<file path="config.mk">
export PLATFORM = sky130hd
export DESIGN_NAME = mem_port_arbiter
export DESIGN_NICKNAME = d
export VERILOG_FILES = /design/src/rtl/mem_arb_pkg.sv /design/src/rtl/mem_lat_counter.sv /design/src/rtl/mem_port_arbiter.sv
export SDC_FILE = /design/constraint.sdc
export NUM_CORES = 1
export LEC_CHECK = 0
export CORE_ASPECT_RATIO = 1.25
export CORE_MARGIN = 3
export CORE_UTILIZATION = 39
export DETAILED_ROUTE_END_ITERATION = 7
export GPL_TIMING_DRIVEN = 0
export PLACE_DENSITY_LB_ADDON = 0.12
export SETUP_SLACK_MARGIN = 0.15
export SLEW_MARGIN = 30
export SYNTH_ARGS = -nofsm -noshare
export SYNTH_HDL_FRONTEND = slang
export SYNTH_HIERARCHICAL = 1
export SYNTH_SLANG_ARGS = --single-unit
</file>
<file path="constraint.sdc">
create_clock -name clk -period 2.2 [get_ports clk]
set_input_delay 0.22 -clock clk [delete_from_list [all_inputs] [get_ports clk]]
set_output_delay 0.22 -clock clk [all_outputs]
set_load 0.005 [all_outputs]
</file>
<file path="src/rtl/mem_arb_pkg.sv">
// Package for the memory port arbiter.
// Contents:
//   - arbiter FSM state encoding
//   - requester owner IDs
//   - data width
//   - round-robin winner selection helper
package mem_arb_pkg;

  localparam int DATA_W = 32;

  typedef enum logic [1:0] {
    ST_IDLE  = 2'd0,
    ST_ISSUE = 2'd1,
    ST_WAIT  = 2'd2,
    ST_RESP  = 2'd3
  } arb_state_e;

  typedef enum logic {
    OWN_IF = 1'b0,
    OWN_D  = 1'b1
  } owner_e;

  // A lone requester always wins. On contention, the requester that did not
  // win last time is picked.
  function automatic owner_e pick_owner(input logic   if_req,
                                        input logic   d_req,
                                        input owner_e last);
    owner_e win;
    if (if_req && d_req) begin
      win = (last == OWN_IF) ? OWN_D : OWN_IF;
    end else if (d_req) begin
      win = OWN_D;
    end else begin
      win = OWN_IF;
    end
    return win;
  endfunction

endpackage

</file>
<file path="src/rtl/mem_lat_counter.sv">
// Latency counter for the memory port arbiter.
// Behaviour:
//   - Loaded with MEM_LATENCY while a command is issued.
//   - Decremented while the arbiter waits for read data.
//   - zero_next flags that the current decrement takes the count to zero,
//     i.e. mem_rdata is valid this cycle.
// Ports:
//   clk, reset  clock and synchronous active-high reset
//   load        reload the counter with MEM_LATENCY
//   dec         count down by one
//   zero_next   the count is 1, so this decrement reaches zero
module mem_lat_counter #(
  parameter int MEM_LATENCY = 1
) (
  input  logic clk,
  input  logic reset,
  input  logic load,
  input  logic dec,
  output logic zero_next
);

  localparam int CW = $clog2(MEM_LATENCY + 1);

  logic [CW-1:0] cnt_r;

  // Count register: reset to zero, reload on issue, count down while waiting.
  always_ff @(posedge clk) begin
    if (reset) begin
      cnt_r <= CW'(0);
    end else if (load) begin
      cnt_r <= CW'(MEM_LATENCY);
    end else if (dec && (cnt_r != CW'(0))) begin
      cnt_r <= cnt_r - CW'(1);
    end else begin
      cnt_r <= cnt_r;
    end
  end

  assign zero_next = (cnt_r == CW'(1));

endmodule

</file>
<file path="src/rtl/mem_port_arbiter.sv">
// Arbiter that shares a single-ported memory between instruction fetch (IF)
// and load/store (D) requesters.
// Behaviour:
//   - One access is in flight at a time: IDLE -> ISSUE -> WAIT -> RESP.
//   - IDLE and RESP are arbitration cycles, with round-robin on contention.
// Ports:
//   if_req/if_addr                     fetch request, held until if_gnt
//   if_gnt, if_rvalid, if_rdata        fetch grant and response
//   d_req/d_we/d_addr/d_wdata          load/store request, held until d_gnt
//   d_gnt, d_rvalid, d_rdata           data grant and response (0 for stores)
//   mem_en/mem_we/mem_addr/mem_wdata   memory command, one strobe per access
//   mem_rdata                          memory read data, MEM_LATENCY after issue
//   busy                               an access is in progress
module mem_port_arbiter
  import mem_arb_pkg::*;
#(
  parameter int MEM_AW      = 12,
  parameter int MEM_LATENCY = 1
) (
  input  logic              clk,
  input  logic              reset,
  input  logic              if_req,
  input  logic [31:0]       if_addr,
  output logic              if_gnt,
  output logic              if_rvalid,
  output logic [31:0]       if_rdata,
  input  logic              d_req,
  input  logic              d_we,
  input  logic [31:0]       d_addr,
  input  logic [31:0]       d_wdata,
  output logic              d_gnt,
  output logic              d_rvalid,
  output logic [31:0]       d_rdata,
  output logic              mem_en,
  output logic              mem_we,
  output logic [MEM_AW-1:0] mem_addr,
  output logic [31:0]       mem_wdata,
  input  logic [31:0]       mem_rdata,
  output logic              busy
);

  arb_state_e              state_r;
  arb_state_e              state_s;
  owner_e                  last_winner_r;
  owner_e                  win_s;
  owner_e                  cmd_owner_r;
  logic                    cmd_we_r;
  logic [MEM_AW-1:0]       cmd_addr_r;
  logic [DATA_W-1:0]       cmd_wdata_r;
  logic                    mem_en_r;
  logic                    mem_we_r;
  logic                    if_rvalid_r;
  logic [DATA_W-1:0]       if_rdata_r;
  logic                    d_rvalid_r;
  logic [DATA_W-1:0]       d_rdata_r;
  logic                    arb_cycle_s;
  logic                    grant_s;
  logic                    lat_done_s;
  logic [31:0]             sel_addr_s;
  logic                    addr_unused_s;

  // Byte offset and bits above the memory size are dropped (word access, wraps).
  assign addr_unused_s = ^{if_addr[31:MEM_AW+2], if_addr[1:0],
                           d_addr[31:MEM_AW+2], d_addr[1:0]};

  // Grants are combinational so the requester sees acceptance in the same cycle.
  assign arb_cycle_s = !reset && ((state_r == ST_IDLE) || (state_r == ST_RESP));
  assign grant_s     = arb_cycle_s && (if_req || d_req);
  assign win_s       = pick_owner(if_req, d_req, last_winner_r);
  assign if_gnt      = grant_s && (win_s == OWN_IF);
  assign d_gnt       = grant_s && (win_s == OWN_D);
  assign sel_addr_s  = (win_s == OWN_D) ? d_addr : if_addr;

  mem_lat_counter #(
    .MEM_LATENCY(MEM_LATENCY)
  ) u_lat_counter (
    .clk      (clk),
    .reset    (reset),
    .load     (state_r == ST_ISSUE),
    .dec      (state_r == ST_WAIT),
    .zero_next(lat_done_s)
  );

  // Next-state logic for the access sequencer.
  always_comb begin
    state_s = state_r;
    case (state_r)
      ST_IDLE:  state_s = grant_s ? ST_ISSUE : ST_IDLE;
      ST_ISSUE: state_s = ST_WAIT;
      ST_WAIT:  state_s = lat_done_s ? ST_RESP : ST_WAIT;
      ST_RESP:  state_s = grant_s ? ST_ISSUE : ST_IDLE;
      default:  state_s = ST_IDLE;
    endcase
  end

  // State register and round-robin pointer (D counts as last winner after reset).
  always_ff @(posedge clk) begin
    if (reset) begin
      state_r       <= ST_IDLE;
      last_winner_r <= OWN_D;
    end else begin
      state_r       <= state_s;
      last_winner_r <= grant_s ? win_s : last_winner_r;
    end
  end

  // Command capture at grant; the memory strobe is high in the following (ISSUE) cycle.
  always_ff @(posedge clk) begin
    if (reset) begin
      cmd_owner_r <= OWN_IF;
      cmd_we_r    <= 1'b0;
      cmd_addr_r  <= '0;
      cmd_wdata_r <= 32'd0;
      mem_en_r    <= 1'b0;
      mem_we_r    <= 1'b0;
    end else if (grant_s) begin
      cmd_owner_r <= win_s;
      cmd_we_r    <= (win_s == OWN_D) && d_we;
      cmd_addr_r  <= sel_addr_s[MEM_AW+1:2];
      cmd_wdata_r <= d_wdata;
      mem_en_r    <= 1'b1;
      mem_we_r    <= (win_s == OWN_D) && d_we;
    end else begin
      mem_en_r    <= 1'b0;
      mem_we_r    <= 1'b0;
    end
  end

  // Response registers: one-cycle rvalid in RESP; read data holds between pulses.
  always_ff @(posedge clk) begin
    if (reset) begin
      if_rvalid_r <= 1'b0;
      d_rvalid_r  <= 1'b0;
      if_rdata_r  <= 32'd0;
      d_rdata_r   <= 32'd0;
    end else if ((state_r == ST_WAIT) && lat_done_s) begin
      if_rvalid_r <= (cmd_owner_r == OWN_IF);
      d_rvalid_r  <= (cmd_owner_r == OWN_D);
      if (cmd_owner_r == OWN_IF) begin
        if_rdata_r <= mem_rdata;
      end else begin
        d_rdata_r  <= cmd_we_r ? 32'd0 : mem_rdata;
      end
    end else begin
      if_rvalid_r <= 1'b0;
      d_rvalid_r  <= 1'b0;
    end
  end

  assign mem_en    = mem_en_r;
  assign mem_we    = mem_we_r;
  assign mem_addr  = cmd_addr_r;
  assign mem_wdata = cmd_wdata_r;
  assign if_rvalid = if_rvalid_r;
  assign if_rdata  = if_rdata_r;
  assign d_rvalid  = d_rvalid_r;
  assign d_rdata   = d_rdata_r;
  assign busy      = (state_r != ST_IDLE);

endmodule

</file>
==> run_results.csv <==
group,metric,value,unit
global_routing,globalRouteMet1Util,23.3,%
timing,finalHoldViolCount,0,
synth,synth_seq_cells,118,
pwr,power_leakage,2.64,nW
die,ios,248,
pwr,net-switching-power,1.99,mW
pwr,combinationalPowerShare,25.2,%
setup_path,critical_path.max_stage_delay,0.33,ns
place,hpwlAfterDp,10400,um
synth,number_of_enable_flip_flop_cells_after_synthesis,0,
flow_run,number_of_maximum_capacitance_violations,0,
synth,yosysSeqAreaShare,52.6,%
setup_path,cp_max_fo,3,
die,row_count,43,
timing,headroom_to_the_max_slew_limit,63.8,%
pwr,pwr-share-clk,37.8,%
detailed_routing,drt-pass1-iter-count,5,
synth,synthesis.yosys.warnings,6,
clock_tree,cts_max_level,4,
timing,setup_tns,0,ns
setup_path,cpMaxStageDelayCell,"sky130_fd_sc_hd__dfxtp_2",
place,routabilityCongestion,0.776,
synth,syn_inst,535,
pwr,power.sequential.fraction,37.0,%
detailed_routing,vias_per_cell,5.09,
setup_path,timing.critical_path.required,1.98,ns
setup_path,worst-path-buf-inv,5,
pwr,max-vdd-ir-drop,767,uV
run_status,outcome,"finished, final reports clean",
detailed_routing,routed_wl,14200,um
clock_tree,clk_latency,0.40,ns
detailed_routing,routedWlPerCell,15.5,um
timing,layout_worst_path_cycle_share,90.8,%
synth,yosysTopAreaCellShare,52.6,%
timing,clock_skew,0.00621,ns
timing,fin_crit,2.00,ns
timing,rsz0062_at_grt,"true",
place,placement.io_buffers,206,
hold_path,hp-class,"input pin to flip-flop",
setup_path,crit_path_frequent_cell,"sky130_fd_sc_hd__buf_6",
synth,postSynth.topFlopCell,"sky130_fd_sc_hd__dfxtp_1",
setup_path,critPathTopFamily,"buffers and inverters",
clock_tree,clock_sinks,118,
detailed_routing,detail_route.drc_violations,0,
detailed_routing,final_antenna_net_count,0,
pwr,power_report.internal_total,4.97,mW
detailed_routing,via_count,4643,
synth,postSynthAreaPerCell,8.40,sq um
setup_path,setup.worst_path.start_class,"flip-flop",
synth,asyncSetResetFlopFracSynth,0,%
setup_path,arrival_time_at_the_worst_endpoint,1.78,ns
cells_and_area,flow.area_growth_from_synthesis,63.8,%
synth,synth_top_area_cell,"sky130_fd_sc_hd__dfxtp_1",
detailed_routing,dr.first_iter.drc_count,152,
global_routing,met3_usage,7.81,%
global_routing,grt_pass1_wl,22600,um
synth,yosys.cell_types.count,30,
die,die_height,126,um
setup_path,crit_path_end_kind,"output port",
cells_and_area,drive_above_1_share,8.10,%
global_routing,first_global_vias,4767,
clock_tree,cts-root-buf,"sky130_fd_sc_hd__clkbuf_16",
clock_tree,cts_tree,"built",
clock_tree,ctsHoldBuffers,0,
clock_tree,clk_pin_slew_worst_paths,0.06,ns
timing,setup_viol,0,
die,design.core.area,11200,sq um
synth,total_standard_cell_area_after_synthesis,4490,sq um
global_routing,busiest_layer,"met2",
global_routing,globalRouteTotalUtil,22.0,%
die,die_width,102,um
timing,final-max-slew-violation-count,0,
pwr,power-per-cell-area,945,nW/um^2
timing,timing_worst_slew_pin_value,0.544,ns
clock_tree,cts_inserted_buffers,17,
setup_path,critPathKind,"flip-flop to output port",
die,floorplan.initialDensity,40.1,%
timing,fmax,501,MHz
die,die_area,12800,sq um
synth,mappedNetlistNets,671,
clock_tree,clock_tree.buffer_depth,2,
cells_and_area,final_nets,901,
global_routing,met2_usage,40.1,%
pwr,power_switching_share,28.6,%
setup_path,critical_path.cell_chain,"inv_1, ha_1, buf_6, nor2_4, buf_6, and3_1, clkbuf_2, buf_6",
place,place_area,6720,sq um
global_routing,grt_max_degree,17,
global_routing,grt-ovfl-total,0,
cells_and_area,postLayoutCellArea,7360,sq um
cells_and_area,nFillCells,954,
cells_and_area,antenna_cells_inserted,0,
synth,synth_top_cells_by_area,"sky130_fd_sc_hd__dfxtp_1 (53%), sky130_fd_sc_hd__nand2_1 (8.1%), sky130_fd_sc_hd__a21oi_1 (7.2%)",
global_routing,antenna_violations_before_repair,0,
worst reg2reg max path, cell delays in order, from the launching register on:
cell and delay (ns):
sky130_fd_sc_hd__dfxtp_2 0.33, sky130_fd_sc_hd__inv_1 0.05, sky130_fd_sc_hd__ha_1 0.29, sky130_fd_sc_hd__buf_6 0.13
sky130_fd_sc_hd__buf_4 0.15, sky130_fd_sc_hd__or2_2 0.29, sky130_fd_sc_hd__clkbuf_1 0.24, sky130_fd_sc_hd__o21ai_1 0.24
sky130_fd_sc_hd__a31oi_1 0.11
per-layer routing:
| layer | up-vias | share of wire, % |
|---|---|---|
| met3 | 20 | 8.1 |
| met2 | 179 | 53 |
| met4 | 0 | 1.8 |
| met5 | - | 0 |
| li1 | 2289 | - |
| met1 | 2155 | 38 |
worst paths after layout:
| kind | from | to | slack, ns | cells after the start |
|---|---|---|---|---|
| min reg2reg | d_rdata[11] | d_rdata[11] | 0.45 | 2 |
| max | state_r[1] | d_gnt | 0.20 | 8 |
| min | d_req | mem_addr[0] | 0.20 | 3 |
| max reg2reg | state_r[1] | mem_addr[1] | 0.24 | 8 |
registers in the layout, summed over array words and instances (netlist names):
name                     flops
mem_en                       1
last_winner_r                1
if_rvalid                    1
u_lat_counter/zero_next      1
mem_wdata                   32
state_r                      2
cmd_owner_r                  1
mem_we                       1
d_rvalid                     1
mem_addr                    12
cmd_we_r                     1
if_rdata                    32
d_rdata                     32
what timing repair did:
item	in CTS	in global routing
setup buffers	5	0
resized for setup	14	9
endpoints found under the hold margin	0	0
endpoints found under the setup margin	2	6
gates cloned	0	0
pin swaps	2	1
area by class of cell:
| type | instances | area, sq um | area share (%) |
|---|---|---|---|
| Sequential cell | 118 | 2360 | 32.1 |
| Clock buffer | 19 | 453 | 6.16 |
| Timing Repair Buffer | 211 | 2100 | 28.5 |
| Multi-Input combinational cell | 331 | 1800 | 24.4 |
| Clock inverter | 13 | 123 | 1.67 |
| Buffer | 48 | 210 | 2.86 |
| Inverter | 38 | 143 | 1.94 |
| Tap cell | 135 | 169 | 2.30 |
synthesized netlist by cell type (12+ instances only):
| cell | count |
|---|---|
| sky130_fd_sc_hd__dfxtp_1 | 118 |
| sky130_fd_sc_hd__nand2_1 | 97 |
| sky130_fd_sc_hd__a21oi_1 | 65 |
| sky130_fd_sc_hd__o21ai_0 | 39 |
| sky130_fd_sc_hd__inv_1 | 37 |
| sky130_fd_sc_hd__nand3b_1 | 33 |
| sky130_fd_sc_hd__clkbuf_1 | 32 |
| sky130_fd_sc_hd__o211ai_1 | 32 |
| sky130_fd_sc_hd__nand3_1 | 14 |
| sky130_fd_sc_hd__a31oi_1 | 12 |
| sky130_fd_sc_hd__buf_2 | 12 |
| sky130_fd_sc_hd__nand4_1 | 12 |
layout by cell type (no fill, tap or decap), types with 2 or more instances in the layout:
cell type,count
sky130_fd_sc_hd__nand3b_1,33
sky130_fd_sc_hd__o21ai_1,9
sky130_fd_sc_hd__nand4_1,12
sky130_fd_sc_hd__buf_2,10
sky130_fd_sc_hd__dfxtp_2,2
sky130_fd_sc_hd__o21ai_0,35
sky130_fd_sc_hd__buf_4,4
sky130_fd_sc_hd__o211ai_1,32
sky130_fd_sc_hd__inv_1,37
sky130_fd_sc_hd__inv_6,3
sky130_fd_sc_hd__buf_6,4
sky130_fd_sc_hd__clkbuf_8,2
sky130_fd_sc_hd__clkbuf_16,17
sky130_fd_sc_hd__a31oi_1,12
sky130_fd_sc_hd__and3_1,3
sky130_fd_sc_hd__clkinvlp_4,7
sky130_fd_sc_hd__nand2_1,97
sky130_fd_sc_hd__a21oi_1,65
sky130_fd_sc_hd__clkdlybuf4s50_1,204
sky130_fd_sc_hd__clkbuf_2,3
sky130_fd_sc_hd__buf_1,4
sky130_fd_sc_hd__dfxtp_1,116
sky130_fd_sc_hd__nand2b_1,2
sky130_fd_sc_hd__nand3_1,14
sky130_fd_sc_hd__nor2_1,2
sky130_fd_sc_hd__ha_1,3
sky130_fd_sc_hd__clkbuf_1,30
per-stage QoR:
step / hold WS, ns / power [mW] / utilization [%] / std cells / worst slack, ns
3_5_place_dp: 0.442 / 4.25 / 60.1 / 876 / -0.0135
3_3_place_gp: 0.439 / 4.20 / 60.1 / 876 / 0.00913
6_report: 0.204 / 6.95 / 65.8 / 913 / 0.203
2_1_floorplan: 0.282 / 3.30 / - / 535 / 0.587
5_1_grt: 0.209 / 7.28 / 65.8 / 913 / 0.110
4_1_cts: 0.178 / 7.00 / 65.7 / 913 / 0.153
cell families (layout without fill, tap and decap cells):
kind of cell	count (synthesis)	count (layout)	share of synthesized area (%)
AND/OR/NAND/NOR	170	170	18.9
AO/OA/AOI/OAI	158	158	20.2
flip-flops	118	118	52.6
buffers and inverters	86	329	7.52
adder cells (fa/ha/maj)	3	3	0.836
power by group through the flow:
stage | clock network [mW] | registers (mW) | logic, mW
2_1_floorplan | 0 | 2.62 | 0.681
3_3_place_gp | 0 | 2.60 | 1.60
3_5_place_dp | 0 | 2.61 | 1.63
4_1_cts | 2.67 | 2.57 | 1.76
5_1_grt | 2.76 | 2.61 | 1.91
6_report | 2.63 | 2.58 | 1.75
Power figures use the tool's default switching activity.
